[src/rtl/dr_reqid_tracker_if.sv]
// Bundles the allocation, grant, release and lookup channels of the DRID tracker.
// master: the request/ack side that drives allocations and releases.
// slave:  the tracker itself.
interface dr_reqid_tracker_if #(
  parameter int IdBits   = 6,
  parameter int NidBits  = 5,
  parameter int L2idBits = 6
);
  // allocation request
  logic                req_valid;
  logic                req_retry;
  logic [NidBits-1:0]  req_nid;
  logic [L2idBits-1:0] req_l2id;
  // allocated DRID
  logic                grant_valid;
  logic                grant_retry;
  logic [IdBits-1:0]   grant_drid;
  // release from memory ack
  logic                rel_valid;
  logic                rel_retry;
  logic [IdBits-1:0]   rel_drid;
  // lookup result for the snack
  logic                lkp_valid;
  logic                lkp_retry;
  logic [IdBits-1:0]   lkp_drid;
  logic [NidBits-1:0]  lkp_nid;
  logic [L2idBits-1:0] lkp_l2id;
  // status
  logic [IdBits:0]     free_count;
  logic                err_rel;

  modport master (
    output req_valid, req_nid, req_l2id, grant_retry, rel_valid, rel_drid, lkp_retry,
    input  req_retry, grant_valid, grant_drid, rel_retry, lkp_valid, lkp_drid, lkp_nid,
           lkp_l2id, free_count, err_rel
  );

  modport slave (
    input  req_valid, req_nid, req_l2id, grant_retry, rel_valid, rel_drid, lkp_retry,
    output req_retry, grant_valid, grant_drid, rel_retry, lkp_valid, lkp_drid, lkp_nid,
           lkp_l2id, free_count, err_rel
  );
endinterface

[src/rtl/dr_reqid_tracker.sv]
// Purpose: allocates the lowest free DRID per L2 request, stores its {nid,l2id}, and on a
//          memory ack returns the stored context and frees the DRID.
// Latency: 1 cycle request->grant and release->lookup. Backpressure: retry on each channel;
//          grant/lookup are 1-entry fluid registers (accept while draining); full -> req_retry.
// Ports:   clk, reset (sync, active-high); bus (slave): req/grant/rel/lkp channels,
//          free_count (number of free DRIDs), err_rel (pulse on bad release).
module dr_reqid_tracker #(
  parameter int NumIds   = 64,
  parameter int IdBits   = $clog2(NumIds),
  parameter int NidBits  = 5,
  parameter int L2idBits = 6
) (
  input  logic             clk,
  input  logic             reset,
  dr_reqid_tracker_if.slave bus
);

  typedef struct packed {
    logic [NidBits-1:0]  nid;
    logic [L2idBits-1:0] l2id;
  } ctx_t;

  logic [NumIds-1:0] free_q;
  ctx_t              table_q [NumIds];
  logic [IdBits:0]   free_count_q;

  logic              grant_valid_q;
  logic [IdBits-1:0] grant_drid_q;
  logic              lkp_valid_q;
  logic [IdBits-1:0] lkp_drid_q;
  ctx_t              lkp_ctx_q;
  logic              err_rel_q;

  // Lowest-numbered free DRID; bit 0 is never free so it is skipped.
  logic [IdBits-1:0] alloc_drid;
  always_comb begin
    alloc_drid = '0;
    for (int i = NumIds - 1; i >= 1; i--) begin
      if (free_q[i]) alloc_drid = IdBits'(i);
    end
  end

  logic req_retry;
  logic req_acc;
  logic rel_retry;
  logic rel_acc;
  logic rel_in_range;
  logic rel_ok;
  logic rel_bad;

  assign req_retry = (free_count_q == '0) || (grant_valid_q && bus.grant_retry);
  assign req_acc   = bus.req_valid && !req_retry;
  assign rel_retry = lkp_valid_q && bus.lkp_retry;
  assign rel_acc   = bus.rel_valid && !rel_retry;

  // A release only produces a lookup when it names a DRID that is currently handed out.
  assign rel_in_range = 32'(bus.rel_drid) < NumIds;
  assign rel_ok  = rel_acc && rel_in_range && (bus.rel_drid != '0) && !free_q[bus.rel_drid];
  assign rel_bad = rel_acc && !rel_ok;

  // Free vector and count. The allocator picked from the pre-release vector, so a DRID
  // released this cycle cannot be the one allocated this cycle.
  always_ff @(posedge clk) begin
    if (reset) begin
      free_q       <= {{(NumIds-1){1'b1}}, 1'b0};
      free_count_q <= (IdBits+1)'(NumIds - 1);
    end else begin
      if (req_acc) free_q[alloc_drid]   <= 1'b0;
      if (rel_ok)  free_q[bus.rel_drid] <= 1'b1;
      case ({rel_ok, req_acc})
        2'b10:   free_count_q <= free_count_q + 1'b1;
        2'b01:   free_count_q <= free_count_q - 1'b1;
        default: free_count_q <= free_count_q;
      endcase
    end
  end

  // Context table: write at alloc_drid and read at rel_drid never collide (one is free,
  // the other allocated), so no bypass is needed.
  always_ff @(posedge clk) begin
    if (req_acc) table_q[alloc_drid] <= '{nid: bus.req_nid, l2id: bus.req_l2id};
  end

  // Grant output register.
  always_ff @(posedge clk) begin
    if (reset) begin
      grant_valid_q <= 1'b0;
      grant_drid_q  <= '0;
    end else if (req_acc) begin
      grant_valid_q <= 1'b1;
      grant_drid_q  <= alloc_drid;
    end else if (grant_valid_q && !bus.grant_retry) begin
      grant_valid_q <= 1'b0;
    end
  end

  // Lookup output register and bad-release pulse.
  always_ff @(posedge clk) begin
    if (reset) begin
      lkp_valid_q <= 1'b0;
      lkp_drid_q  <= '0;
      lkp_ctx_q   <= '0;
      err_rel_q   <= 1'b0;
    end else begin
      err_rel_q <= rel_bad;
      if (rel_ok) begin
        lkp_valid_q <= 1'b1;
        lkp_drid_q  <= bus.rel_drid;
        lkp_ctx_q   <= table_q[bus.rel_drid];
      end else if (lkp_valid_q && !bus.lkp_retry) begin
        lkp_valid_q <= 1'b0;
      end
    end
  end

  assign bus.req_retry   = req_retry;
  assign bus.rel_retry   = rel_retry;
  assign bus.grant_valid = grant_valid_q;
  assign bus.grant_drid  = grant_drid_q;
  assign bus.lkp_valid   = lkp_valid_q;
  assign bus.lkp_drid    = lkp_drid_q;
  assign bus.lkp_nid     = lkp_ctx_q.nid;
  assign bus.lkp_l2id    = lkp_ctx_q.l2id;
  assign bus.free_count  = free_count_q;
  assign bus.err_rel     = err_rel_q;

  // The counter must stay in range and agree with the free vector.
  a_count_range : assert property (@(posedge clk) disable iff (reset)
    32'(free_count_q) <= NumIds - 1);
  a_count_match : assert property (@(posedge clk) disable iff (reset)
    free_count_q == (IdBits+1)'($countones(free_q)));

endmodule
[src/flat_wrapper.sv]
// flat-port wrapper written by rule: the top's interface ports become plain ports
module dr_reqid_tracker_flat 
#(
  parameter int NumIds   = 64,
  parameter int IdBits   = $clog2(NumIds),
  parameter int NidBits  = 5,
  parameter int L2idBits = 6
)
  (clk, reset, bus_req_valid, bus_req_nid, bus_req_l2id, bus_grant_retry, bus_rel_valid, bus_rel_drid, bus_lkp_retry, bus_req_retry, bus_grant_valid, bus_grant_drid, bus_rel_retry, bus_lkp_valid, bus_lkp_drid, bus_lkp_nid, bus_lkp_l2id, bus_free_count, bus_err_rel);
  dr_reqid_tracker_if #(.IdBits(IdBits), .NidBits(NidBits), .L2idBits(L2idBits)) bus_i ();
  input  logic clk;
  input  logic reset;
  input wire logic [$bits(bus_i.req_valid)-1:0] bus_req_valid;
  input wire logic [$bits(bus_i.req_nid)-1:0] bus_req_nid;
  input wire logic [$bits(bus_i.req_l2id)-1:0] bus_req_l2id;
  input wire logic [$bits(bus_i.grant_retry)-1:0] bus_grant_retry;
  input wire logic [$bits(bus_i.rel_valid)-1:0] bus_rel_valid;
  input wire logic [$bits(bus_i.rel_drid)-1:0] bus_rel_drid;
  input wire logic [$bits(bus_i.lkp_retry)-1:0] bus_lkp_retry;
  output wire logic [$bits(bus_i.req_retry)-1:0] bus_req_retry;
  output wire logic [$bits(bus_i.grant_valid)-1:0] bus_grant_valid;
  output wire logic [$bits(bus_i.grant_drid)-1:0] bus_grant_drid;
  output wire logic [$bits(bus_i.rel_retry)-1:0] bus_rel_retry;
  output wire logic [$bits(bus_i.lkp_valid)-1:0] bus_lkp_valid;
  output wire logic [$bits(bus_i.lkp_drid)-1:0] bus_lkp_drid;
  output wire logic [$bits(bus_i.lkp_nid)-1:0] bus_lkp_nid;
  output wire logic [$bits(bus_i.lkp_l2id)-1:0] bus_lkp_l2id;
  output wire logic [$bits(bus_i.free_count)-1:0] bus_free_count;
  output wire logic [$bits(bus_i.err_rel)-1:0] bus_err_rel;
  assign bus_i.req_valid = bus_req_valid;
  assign bus_i.req_nid = bus_req_nid;
  assign bus_i.req_l2id = bus_req_l2id;
  assign bus_i.grant_retry = bus_grant_retry;
  assign bus_i.rel_valid = bus_rel_valid;
  assign bus_i.rel_drid = bus_rel_drid;
  assign bus_i.lkp_retry = bus_lkp_retry;
  assign bus_req_retry = bus_i.req_retry;
  assign bus_grant_valid = bus_i.grant_valid;
  assign bus_grant_drid = bus_i.grant_drid;
  assign bus_rel_retry = bus_i.rel_retry;
  assign bus_lkp_valid = bus_i.lkp_valid;
  assign bus_lkp_drid = bus_i.lkp_drid;
  assign bus_lkp_nid = bus_i.lkp_nid;
  assign bus_lkp_l2id = bus_i.lkp_l2id;
  assign bus_free_count = bus_i.free_count;
  assign bus_err_rel = bus_i.err_rel;
  dr_reqid_tracker #(.NumIds(NumIds), .IdBits(IdBits), .NidBits(NidBits), .L2idBits(L2idBits)) u_core (.clk(clk), .reset(reset), .bus(bus_i));
endmodule
[config.mk]
export PLATFORM = sky130hd
export DESIGN_NAME = dr_reqid_tracker_flat
export DESIGN_NICKNAME = d
export VERILOG_FILES = /design/src/rtl/dr_reqid_tracker_if.sv /design/src/rtl/dr_reqid_tracker.sv /design/src/flat_wrapper.sv
export SDC_FILE = /design/constraint.sdc
export NUM_CORES = 1
export LEC_CHECK = 0
export CORE_ASPECT_RATIO = 1.1
export CORE_UTILIZATION = 35
export DETAILED_ROUTE_END_ITERATION = 10
export PLACE_DENSITY_LB_ADDON = 0.12
export SETUP_SLACK_MARGIN = 0.02
export SYNTH_ARGS = -nofsm -noshare
export SYNTH_HDL_FRONTEND = slang
export SYNTH_SLANG_ARGS = --single-unit
[constraint.sdc]
create_clock -name clk -period 5.52 [get_ports clk]
set_input_delay 0.552 -clock clk [delete_from_list [all_inputs] [get_ports clk]]
set_output_delay 0.552 -clock clk [all_outputs]
set_load 0.01 [all_outputs]
# Word-level counts from Yosys, hierarchy flattened
# Memory sizes are Yosys's and may differ from the RTL's. A register that Yosys moved wholly into a read port is not among the register bits.
# Cells that the tools add are included.
# op_classes
div	0
add_sub_neg	2
n_lt_le_gt_ge	4
mul	0
n_reduce_logical	23
n_mux	79
shifts	0
bitwise	3
eq_ne	2
# op_table
cell	n
$mux 6	63
$mux 64	3
$and 64x64->64	1
$not 64->64	1
$or 64x64->64	1
$lt 6x7->1 const B	2
$pmux 7 s2	1
$demux 1 s6	2
$ge 6x1->1 const B	2
$logic_and 1x1->1	11
$mux 1	9
$add 7x1->7 const B	1
$logic_not 7->1	1
$sub 7x1->7 const B	1
$bmux 1 s6	1
$logic_not 1->1	6
$reduce_bool 2->1	3
$reduce_bool 6->1	1
$eq 2x1->1 const B	1
$eq 2x2->1 const B	1
$logic_or 1x1->1	1
# word_totals
memories	1
inputBits	23
rom_bits	0
output_inout_bits	35
ramBits	704
latchBits	0
register_bits	86
# memory_table
name	words	width	read_ports	rd_ports_with_merged_regs	wr	line_no	rtl
u_core.table_q	64	11	1	1	1	dr_reqid_tracker.sv:24	ctx_t table_q [NumIds];

# Longest topological paths before layout
# Gate-level depths: netlist (run 1).
# depth
word_depth	73
mapped_depth	19
depth_no_buf	16

# Worst setup path after synthesis (run 1)
# Ideal clock, no wire load.
# synth_timing
kind	input to register
start	in bus_rel_drid[2]
end	reg u_core.free_count_q[6] (netlist: u_core.bus.free_count[6])
setup_ns	0.070
path_stages	16
path_slack_ns	1.107
path_buffers	1
t_required_ns	5.450
arrival_ns	4.343
path_cell_list	buf_2 mux2_1 a22oi_1 o221ai_1 a211o_1 nor4_4 bufinv_8 ha_1 ha_1 nor2b_1 o21ai_0 a21boi_0 o21ai_0 a21oi_1 or4_1 a21oi_1
# synth_between
elab_chain_len	6
# synth_rtl
element	line_no	rtl
start: declaration	flat_wrapper.sv:18	input wire logic [$bits(bus_i.rel_drid)-1:0] bus_rel_drid;
$bmux 1 s6	dr_reqid_tracker.sv:58	assign rel_ok = rel_acc && rel_in_range && (bus.rel_drid != '0) && !free_q[bus.rel_drid];
$mux 1 (implied by the code)	dr_reqid_tracker.sv:58	
$logic_not 1->1	dr_reqid_tracker.sv:58	
$logic_and 1x1->1 (*)	dr_reqid_tracker.sv:58	
$eq 2x1->1 or $eq 2x2->1 (tied branches)	dr_reqid_tracker.sv:70	case ({rel_ok, req_acc})
$pmux 7 s2 or $reduce_bool 2->1 (tied branches)	n/a	
end signal: assignment	dr_reqid_tracker.sv:71	2'b10: free_count_q <= free_count_q + 1'b1;
end signal: assignment	dr_reqid_tracker.sv:72	2'b01: free_count_q <= free_count_q - 1'b1;
end signal: assignment	dr_reqid_tracker.sv:73	default: free_count_q <= free_count_q;
end: declaration	dr_reqid_tracker.sv:25	logic [IdBits:0] free_count_q;
# Every way passes the cells marked *; elsewhere a longest branch is shown, timed or not. The select of a mux whose other input is x is not followed.
# A chain may end at the register's enable or synchronous reset.

# Final worst setup path (run 1)
# layout_timing
start	in bus_rel_drid[1]
end	reg u_core.free_count_q[6] (netlist: u_core.bus.free_count[6])
# Same word-level chain as after synthesis.

==> results of run 1 <==
power groups by stage:
stage / Clock [W] / Sequential, W / Combinational, W
3_5_place_dp: 0 / 0.00679 / 0.000733
5_1_grt: 0.00573 / 0.00666 / 0.000781
6_report: 0.00542 / 0.00666 / 0.000729
3_3_place_gp: 0 / 0.00678 / 0.000726
4_1_cts: 0.00552 / 0.00666 / 0.000737
2_1_floorplan: 0 / 0.00678 / 0.000348
metal layers:
metal,vias to the layer above,wire (µm),part of all wire [%],global-route usage (%)
met5,-,0,0,0
li1,8597,-,-,-
met3,139,5860,5.6,2.99
met1,10600,47100,45,32.7
met2,768,49200,47,36.5
met4,0,2380,2.3,6.55
layout by cell type, fill, tap and decap left out, types with 7 or more instances in the layout:
cell and instances:
sky130_fd_sc_hd__and3_1 15, sky130_fd_sc_hd__a22o_1 89, sky130_fd_sc_hd__nand3_1 40, sky130_fd_sc_hd__o21ai_1 8
sky130_fd_sc_hd__nor2_4 8, sky130_fd_sc_hd__a221oi_1 89, sky130_fd_sc_hd__a311oi_1 14, sky130_fd_sc_hd__mux2i_1 20
sky130_fd_sc_hd__buf_2 12, sky130_fd_sc_hd__nand2b_1 10, sky130_fd_sc_hd__a22oi_1 179, sky130_fd_sc_hd__or4_1 7
sky130_fd_sc_hd__o21a_1 8, sky130_fd_sc_hd__o21ai_0 21, sky130_fd_sc_hd__edfxtp_1 704, sky130_fd_sc_hd__nor4_1 38
sky130_fd_sc_hd__buf_4 58, sky130_fd_sc_hd__clkinv_1 18, sky130_fd_sc_hd__clkinv_2 16, sky130_fd_sc_hd__o211ai_1 12
sky130_fd_sc_hd__a21oi_1 32, sky130_fd_sc_hd__a211oi_1 9, sky130_fd_sc_hd__nand2_1 40, sky130_fd_sc_hd__buf_12 9
sky130_fd_sc_hd__clkdlybuf4s50_1 44, sky130_fd_sc_hd__nor2_1 63, sky130_fd_sc_hd__nand3b_1 12, sky130_fd_sc_hd__a221o_1 48
sky130_fd_sc_hd__dfxtp_1 96, sky130_fd_sc_hd__a31oi_1 110, sky130_fd_sc_hd__clkbuf_16 86, sky130_fd_sc_hd__clkbuf_1 18
sky130_fd_sc_hd__nand4b_1 8, sky130_fd_sc_hd__mux4_2 7, sky130_fd_sc_hd__nor3_1 14, sky130_fd_sc_hd__and2_1 7
sky130_fd_sc_hd__inv_1 78, sky130_fd_sc_hd__o31ai_1 9
cell families after synthesis:
logic type / count (synthesis) / synth area share, %
fa+ha+maj: 7 / 0.303
compound gates: 668 / 16.4
buf+inv: 220 / 2.84
xor+xnor: 4 / 0.112
flops: 800 / 73.5
mux: 29 / 1.21
simple gates: 308 / 5.62
registers in the layout, summed over array words and instances (netlist names):
register	flops
u_core.bus.err_rel	1
u_core.bus.lkp_valid	1
u_core.bus.free_count	7
u_core.free_q	63
u_core.bus.lkp_l2id	6
u_core.bus.lkp_drid	6
u_core.table_q	704
u_core.bus.grant_valid	1
u_core.bus.grant_drid	6
u_core.bus.lkp_nid	5
worst min-delay path by stage:
stage	end	from	slack, ns
6_report	u_core.bus.lkp_drid[4]	reset	0.34
5_1_grt	u_core.bus.lkp_drid[0]	reset	0.36
4_1_cts	u_core.bus.lkp_drid[4]	reset	0.30
3_5_place_dp	u_core.bus.grant_drid[4]	u_core.bus.grant_drid[4]	0.45
3_3_place_gp	u_core.bus.grant_drid[4]	u_core.bus.grant_drid[4]	0.44
2_1_floorplan	u_core.bus.grant_drid[4]	u_core.bus.grant_drid[4]	0.48
layout make-up:
cell class / count / share of cell area (%)
Clock inverter: 47 / 0.975
Sequential cell: 800 / 63.9
Inverter: 81 / 0.881
Clock buffer: 108 / 6.31
Timing Repair Buffer: 123 / 3.09
Tap cell: 1160 / 4.02
Multi-Input combinational cell: 1016 / 20.8
stage by stage:
step	hold slack, ns	setup slack [ns]	util [%]
global placement	0.441	0.381	37.9
CTS	0.299	0.951	40.9
finish	0.340	0.918	40.9
detailed placement	0.445	0.296	37.9
global route	0.360	0.623	40.9
floorplan	0.476	1.11	-
==> tab_implementation.tex, run 1 <==
\begin{tabular}{lr}
\hline
Metric & Value \\
\hline
\multicolumn{2}{l}{\textbf{Clock tree}} \\
Count of H-tree levels built during CTS & 3 \\
Deepest clock path buffer count & 3 \\
CTS Root Cell & sky130\_fd\_sc\_hd\_\_clkbuf\_16 \\
Number of instances resized during post-cts repair & 0 \\
Num CTS Buffers & 85 \\
Clk\_lat worst skew & 0.65 ns \\
Buffers inserted by post-CTS timing repair & 0 \\
Clk sinks & 800 \\
Post-CTS Hold Fix Bufs & 0 \\
Worst-path clk slew & 0.06 ns \\
TritonCTS clock tree & yes \\
\multicolumn{2}{l}{\textbf{GRT}} \\
Wire length of the first global-routing pass & 148 mm \\
Number of antenna violations at the first check in global routing & 1 \\
Residual overflow from global routing & 0 \\
Via count of the first global-routing pass & 19.4k \\
Overall fraction of global-route tracks in use & 22.9\% \\
Maximum number of pins on one net before global-route repair & 97 \\
\multicolumn{2}{l}{\textbf{Power}} \\
Power share of the clock group & 42.3\% \\
Switching share of power & 22.8\% \\
Switching Power & 0.00292 W \\
IR Drop Worst-Case VDD & 244 µV \\
Design internal power & 0.00989 W \\
Power Total & 0.0128 W \\
Pleak & 11.5 nW \\
P per Cell Area & 355 nW/µm² \\
Sequential share of power & 52.0\% \\
Combinational cell fraction of total power & 5.7\% \\
\multicolumn{2}{l}{\textbf{Floorplanning}} \\
\# IOs & 58 \\
Initial Util & 35.5\% \\
Cell Rows & 114 \\
Standard cell core area & 88300 µm² \\
Overall die area & 90800 µm² \\
Die Height & 316 µm \\
X dimension of the die & 287 µm \\
\multicolumn{2}{l}{\textbf{Setup path}} \\
Flop2flop setup slack & 1.26 ns \\
Crit path depth & 17 \\
CP startpoint kind & primary input \\
Longest individual stage delay on the worst path & 0.69 ns \\
WP data arrival & 5.17 ns \\
CP max-delay cell & sky130\_fd\_sc\_hd\_\_clkdlybuf4s50\_1 \\
Required @ worst endpoint & 6.08 ns \\
Critical path, cell by cell & clkdlybuf4s50\_1 -> buf\_4 -> mux4\_2 -> a21oi\_1 -> a211o\_1 -> nor4\_4 -> bufinv\_8 -> ha\_1 -> inv\_1 -> fa\_1 -> nor2b\_1 -> o21ai\_0 -> a21boi\_0 -> o21ai\_0 -> and3\_1 -> or4\_1 -> a21oi\_1 \\
Reg-to-reg critical path endpoint & u\_core.bus.free\_count[6] \\
CP Capture Point & u\_core.bus.free\_count[6] \\
Cell depth of the worst flop-to-flop path & 16 \\
Number of buffers and inverters on the critical path & 4 \\
CP max FO & 24 \\
Worst reg2reg startpoint & u\_core.free\_q[41] \\
Worst path top cell family by delay & buffers and inverters \\
Type of the worst setup path & in2reg \\
Type of destination of the critical path & flop \\
CP startpoint & bus\_rel\_drid[1] \\
\multicolumn{2}{l}{\textbf{STA}} \\
Maximum achievable frequency & 0.217 GHz \\
RSZ-0062 raised after global routing & no \\
Headroom to the max-slew limit & 24.3\% \\
Sum of negative setup slack & 0 ns \\
Final period demand of the worst path & 4.60 ns \\
Final worst path period share & 83.4\% \\
Number of failing setup endpoints in the final timing report & 0 \\
Worst clock skew on the final layout & 0.0244 ns \\
Final max-slew violation count & 0 \\
Number of endpoints with negative hold slack in the final report & 0 \\
Slew at the pin closest to its max-slew limit & 1.13 ns \\
\multicolumn{2}{l}{\textbf{Placement}} \\
Cell Count Post-Placement & 3180 \\
HPWL reported at the end of detailed placement & 62.8 mm \\
Cell area after placement & 33400 µm² \\
Number of input and output port buffers inserted & 57 \\
Final estimated routing congestion in global placement & 0.926 \\
\multicolumn{2}{l}{\textbf{Synthesis}} \\
Count of distinct cell types in the synthesized netlist & 75 \\
Number of warnings printed during yosys synthesis & 0 \\
Top FF cell, synth & sky130\_fd\_sc\_hd\_\_edfxtp\_1 \\
Share of synthesized area occupied by flip-flops and latches & 73.5\% \\
Net count after synthesis & 2066 \\
Most frequent cells after synthesis & sky130\_fd\_sc\_hd\_\_edfxtp\_1, sky130\_fd\_sc\_hd\_\_a22oi\_1, sky130\_fd\_sc\_hd\_\_a31oi\_1 \\
Synthesized instance count & 2036 \\
Top-count cell post-synth & sky130\_fd\_sc\_hd\_\_edfxtp\_1 \\
FFs w/ async S/R, synth & 0\% \\
Share of the synthesized area in the top cell type & 67.4\% \\
Number of enable flip-flop cells after synthesis & 704 \\
Syn Area/Cell & 15.4 µm² \\
Synth Cell Area & 31400 µm² \\
Synth area leader & sky130\_fd\_sc\_hd\_\_edfxtp\_1 \\
Flops \& latches, synth & 800 \\
Most area-consuming cells after synthesis & sky130\_fd\_sc\_hd\_\_edfxtp\_1, sky130\_fd\_sc\_hd\_\_dfxtp\_1, sky130\_fd\_sc\_hd\_\_a22oi\_1, sky130\_fd\_sc\_hd\_\_a221oi\_1, sky130\_fd\_sc\_hd\_\_a22o\_1 \\
\multicolumn{2}{l}{\textbf{Job}} \\
Number of max-cap violations & 0 \\
\multicolumn{2}{l}{\textbf{Layout}} \\
Net count of the finished layout & 2137 \\
Number of standard cells in the final layout excluding fillers & 3335 \\
Area taken by multi-input logic gates & 7500 µm² \\
FILL cells & 7960 \\
Area used by sequential logic in the layout & 23100 µm² \\
Post-route design area & 36100 µm² \\
Number of diodes added for antenna fixing & 0 \\
Area growth from synthesis to layout & 15.0\% \\
Fraction of final layout cells with drive strength greater than 1 & 11.5\% \\
\multicolumn{2}{l}{\textbf{Worst hold path}} \\
Worst Hold Class & in2reg \\
Depth of the worst hold-timing path & 2 \\
\multicolumn{2}{l}{\textbf{Routing}} \\
Remaining antenna violation count & 0 \\
Total number of vias & 20.1k \\
Number of remaining DRC errors & 0 \\
Number of detailed-routing iterations run before antenna repair & 8 \\
Total Routed Length & 105 mm \\
Initial DRC count & 2020 \\
Average detailed-routed wire length per instance & 31.3 µm \\
Vias per Instance & 6.02 \\
\multicolumn{2}{l}{\textbf{Run status}} \\
Run status & complete, no violations \\
\hline
\end{tabular}
(Power assumes the default switching activity.)
==> run 2: changes to the inputs <==
Clock period 5.52 ns to 4.3 ns, I/O delays scaled along.
==> run 2 against run 1 <==
Effect of this change: first-iteration DRC count up 9.0%; final area up 3.9%; total power up 31%; clock power up 34%; via count up 2.7%; sequential power up 28%; flip-flop and latch count unchanged; final cell count up 5.2%; non-clock buffer count up 170; sequential share of layout area down 2.4 points; hold slack worse by 0.14 ns; wire length up 2.5%; critical path type is now reg2reg; critical endpoint unchanged; largest cell class unchanged.
==> tab_implementation.tex, run 2 (synthesis results as in run 1) <==
\begin{tabular}{lr}
\hline
Metric & Value \\
\hline
\multicolumn{2}{l}{\textbf{Run status}} \\
Run status & complete, no violations \\
\multicolumn{2}{l}{\textbf{Placement}} \\
HPWL reported at the end of detailed placement & 67.2 mm \\
Final estimated routing congestion in global placement & 0.919 \\
Cell Count Post-Placement & 3350 \\
Number of input and output port buffers inserted & 57 \\
\multicolumn{2}{l}{\textbf{STA}} \\
Number of endpoints with negative hold slack in the final report & 0 \\
Final period demand of the worst path & 4.03 ns \\
Sum of negative setup slack & 0 ns \\
RSZ-0062 raised after global routing & no \\
Number of failing setup endpoints in the final timing report & 0 \\
Headroom to the max-slew limit & 28.4\% \\
Final max-slew violation count & 0 \\
Maximum achievable frequency & 0.248 GHz \\
Worst clock skew on the final layout & 0.0343 ns \\
Slew at the pin closest to its max-slew limit & 1.07 ns \\
Final worst path period share & 93.8\% \\
Post-route worst hold slack & 0.201 ns \\
\multicolumn{2}{l}{\textbf{Power}} \\
IR Drop Worst-Case VDD & 274 µV \\
Switching Power & 0.00381 W \\
Design internal power & 0.0130 W \\
Pleak & 12.4 nW \\
Sequential share of power & 50.7\% \\
Combinational cell fraction of total power & 6.1\% \\
P per Cell Area & 449 nW/µm² \\
Switching share of power & 22.6\% \\
Power share of the clock group & 43.2\% \\
Power Total & 0.0168 W \\
\multicolumn{2}{l}{\textbf{Floorplanning}} \\
Cell Rows & 114 \\
\# IOs & 58 \\
Overall die area & 90800 µm² \\
Initial Util & 35.5\% \\
Die Height & 316 µm \\
X dimension of the die & 287 µm \\
Standard cell core area & 88300 µm² \\
\multicolumn{2}{l}{\textbf{Layout}} \\
Highest-count cells in the layout ignoring fill and taps & sky130\_fd\_sc\_hd\_\_edfxtp\_1, sky130\_fd\_sc\_hd\_\_buf\_4, sky130\_fd\_sc\_hd\_\_a22oi\_1 \\
Most common cell after layout, fill and taps aside & sky130\_fd\_sc\_hd\_\_edfxtp\_1 \\
Number of standard cells in the final layout excluding fillers & 3510 \\
Net count of the finished layout & 2307 \\
Flip-flop count of the largest register, all copies and words added & 704 \\
Area taken by multi-input logic gates & 7480 µm² \\
FILL cells & 7912 \\
Largest Register & u\_core.table\_q \\
Final core utilization & 42.5\% \\
Fraction of final layout cells with drive strength greater than 1 & 18.1\% \\
Number of diodes added for antenna fixing & 0 \\
Area growth from synthesis to layout & 19.5\% \\
Area used by sequential logic in the layout & 23100 µm² \\
\multicolumn{2}{l}{\textbf{Routing}} \\
Number of remaining DRC errors & 0 \\
Remaining antenna violation count & 0 \\
Initial DRC count & 2201 \\
Total Routed Length & 107 mm \\
Number of detailed-routing iterations run before antenna repair & 8 \\
Average detailed-routed wire length per instance & 30.5 µm \\
Total number of vias & 20.6k \\
Vias per Instance & 5.87 \\
\multicolumn{2}{l}{\textbf{GRT}} \\
Via count of the first global-routing pass & 20.2k \\
Overall fraction of global-route tracks in use & 23.5\% \\
Global routing usage on met3 & 3.97\% \\
Wire length of the first global-routing pass & 152 mm \\
Number of antenna violations at the first check in global routing & 1 \\
Global routing met2 resource utilization & 37.4\% \\
Global-route layer with the greatest usage & met2 \\
Maximum number of pins on one net before global-route repair & 97 \\
GR met1 Demand/Resource & 33.4\% \\
Residual overflow from global routing & 0 \\
\multicolumn{2}{l}{\textbf{Setup path}} \\
Reg-to-reg critical path endpoint & u\_core.bus.free\_count[6] \\
Type of the worst setup path & reg2reg \\
CP max FO & 5 \\
WP data arrival & 4.59 ns \\
Critical path, cell by cell & mux2\_1 -> a22oi\_1 -> o221ai\_1 -> a211o\_1 -> nor4\_4 -> bufinv\_8 -> ha\_1 -> ha\_1 -> nor2b\_1 -> o21ai\_1 -> a21boi\_0 -> o21ai\_0 -> a21oi\_1 -> or4\_1 -> a21oi\_1 \\
CP Capture Point & u\_core.bus.free\_count[6] \\
Type of destination of the critical path & flop \\
Cell depth of the worst flop-to-flop path & 15 \\
CP startpoint kind & flop \\
Required @ worst endpoint & 4.86 ns \\
CP max-delay cell & sky130\_fd\_sc\_hd\_\_or4\_1 \\
Worst reg2reg startpoint & u\_core.free\_q[63] \\
Longest individual stage delay on the worst path & 0.46 ns \\
Flop2flop setup slack & 0.27 ns \\
CP startpoint & u\_core.free\_q[63] \\
\multicolumn{2}{l}{\textbf{Clock tree}} \\
CTS Root Cell & sky130\_fd\_sc\_hd\_\_clkbuf\_16 \\
Num CTS Buffers & 85 \\
Clk\_lat worst skew & 0.66 ns \\
Deepest clock path buffer count & 3 \\
Count of H-tree levels built during CTS & 3 \\
Worst-path clk slew & 0.06 ns \\
TritonCTS clock tree & yes \\
Clk sinks & 800 \\
Buffers inserted by post-CTS timing repair & 0 \\
\multicolumn{2}{l}{\textbf{Worst hold path}} \\
Worst Hold Class & in2reg \\
\multicolumn{2}{l}{\textbf{Job}} \\
Number of max-cap violations & 0 \\
\hline
\end{tabular}
run 2: cell types whose count changed in the layout (fill, tap and decap cells not counted), sizes merged, moves of 3 or more:
cell / delta
buf: +170
clkbuf: +5
clkinv: -4
bufinv: +3
run 2: worst max-delay path: cells and delay by family, from the launching register on:
family                   cells  cell delay (ns)
adder cells (fa/ha/maj)      2             0.51
AND/OR/NAND/NOR              3             0.97
buffers and inverters        1             0.25
flip-flops                   1             0.36
AO/OA/AOI/OAI                8             1.52
multiplexers                 1             0.32
run 2: how the worst min path moves through the flow:
stage	from	end	slack, ns	depth (start not counted)
floorplan	u_core.bus.grant_drid[4]	u_core.bus.grant_drid[4]	0.48	2
global placement	u_core.bus.grant_drid[3]	u_core.bus.grant_drid[3]	0.45	2
detailed placement	u_core.bus.grant_drid[3]	u_core.bus.grant_drid[3]	0.45	2
CTS	bus_req_l2id[5]	u_core.table_q[19][5]	0.17	1
global route	bus_req_l2id[5]	u_core.table_q[4][5]	0.19	1
finish	bus_req_l2id[5]	u_core.table_q[4][5]	0.20	1
run 2: per-layer routing:
| layer | wire length, µm | vias up | share of wire, % |
|---|---|---|---|
| met3 | 7150 | 135 | 6.7 |
| met1 | 47800 | 10700 | 45 |
| met2 | 50100 | 823 | 47 |
| met5 | 0 | - | 0 |
| li1 | - | 8938 | - |
| met4 | 2180 | 0 | 2.0 |
run 2: power groups by stage:
stage                     sequential (W)  combinational [W]  clock, W
final                            0.00854            0.00103   0.00727
after global routing             0.00854            0.00110   0.00769
after CTS                        0.00854            0.00103   0.00740
after detailed placement         0.00870            0.00103         0
after global placement           0.00870            0.00102         0
after floorplan                  0.00870           0.000447         0
run 2: final cells by class:
class                      count  share of cell area, %
multi-input combinational   1016                   20.0
tap                         1160                   3.87
clock inverter                47                   1.12
clock buffer                 113                   6.23
inverter                      81                  0.848
sequential                   800                   61.5
timing repair buffer         293                   6.45
run 2: repair_timing:
action / in CTS / in global routing
setup endpoints to repair: 0 / 1
hold buffers: 0 / 0
resized for setup: 0 / 2
run 2: per-stage QoR:
step           instance area, µm²  worst slack, ns
2_1_floorplan               31400           0.0291
3_3_place_gp                34700           -0.550
3_5_place_dp                34700           -0.601
4_1_cts                     37500           0.0598
5_1_grt                     37500           0.0231
6_report                    37500            0.268
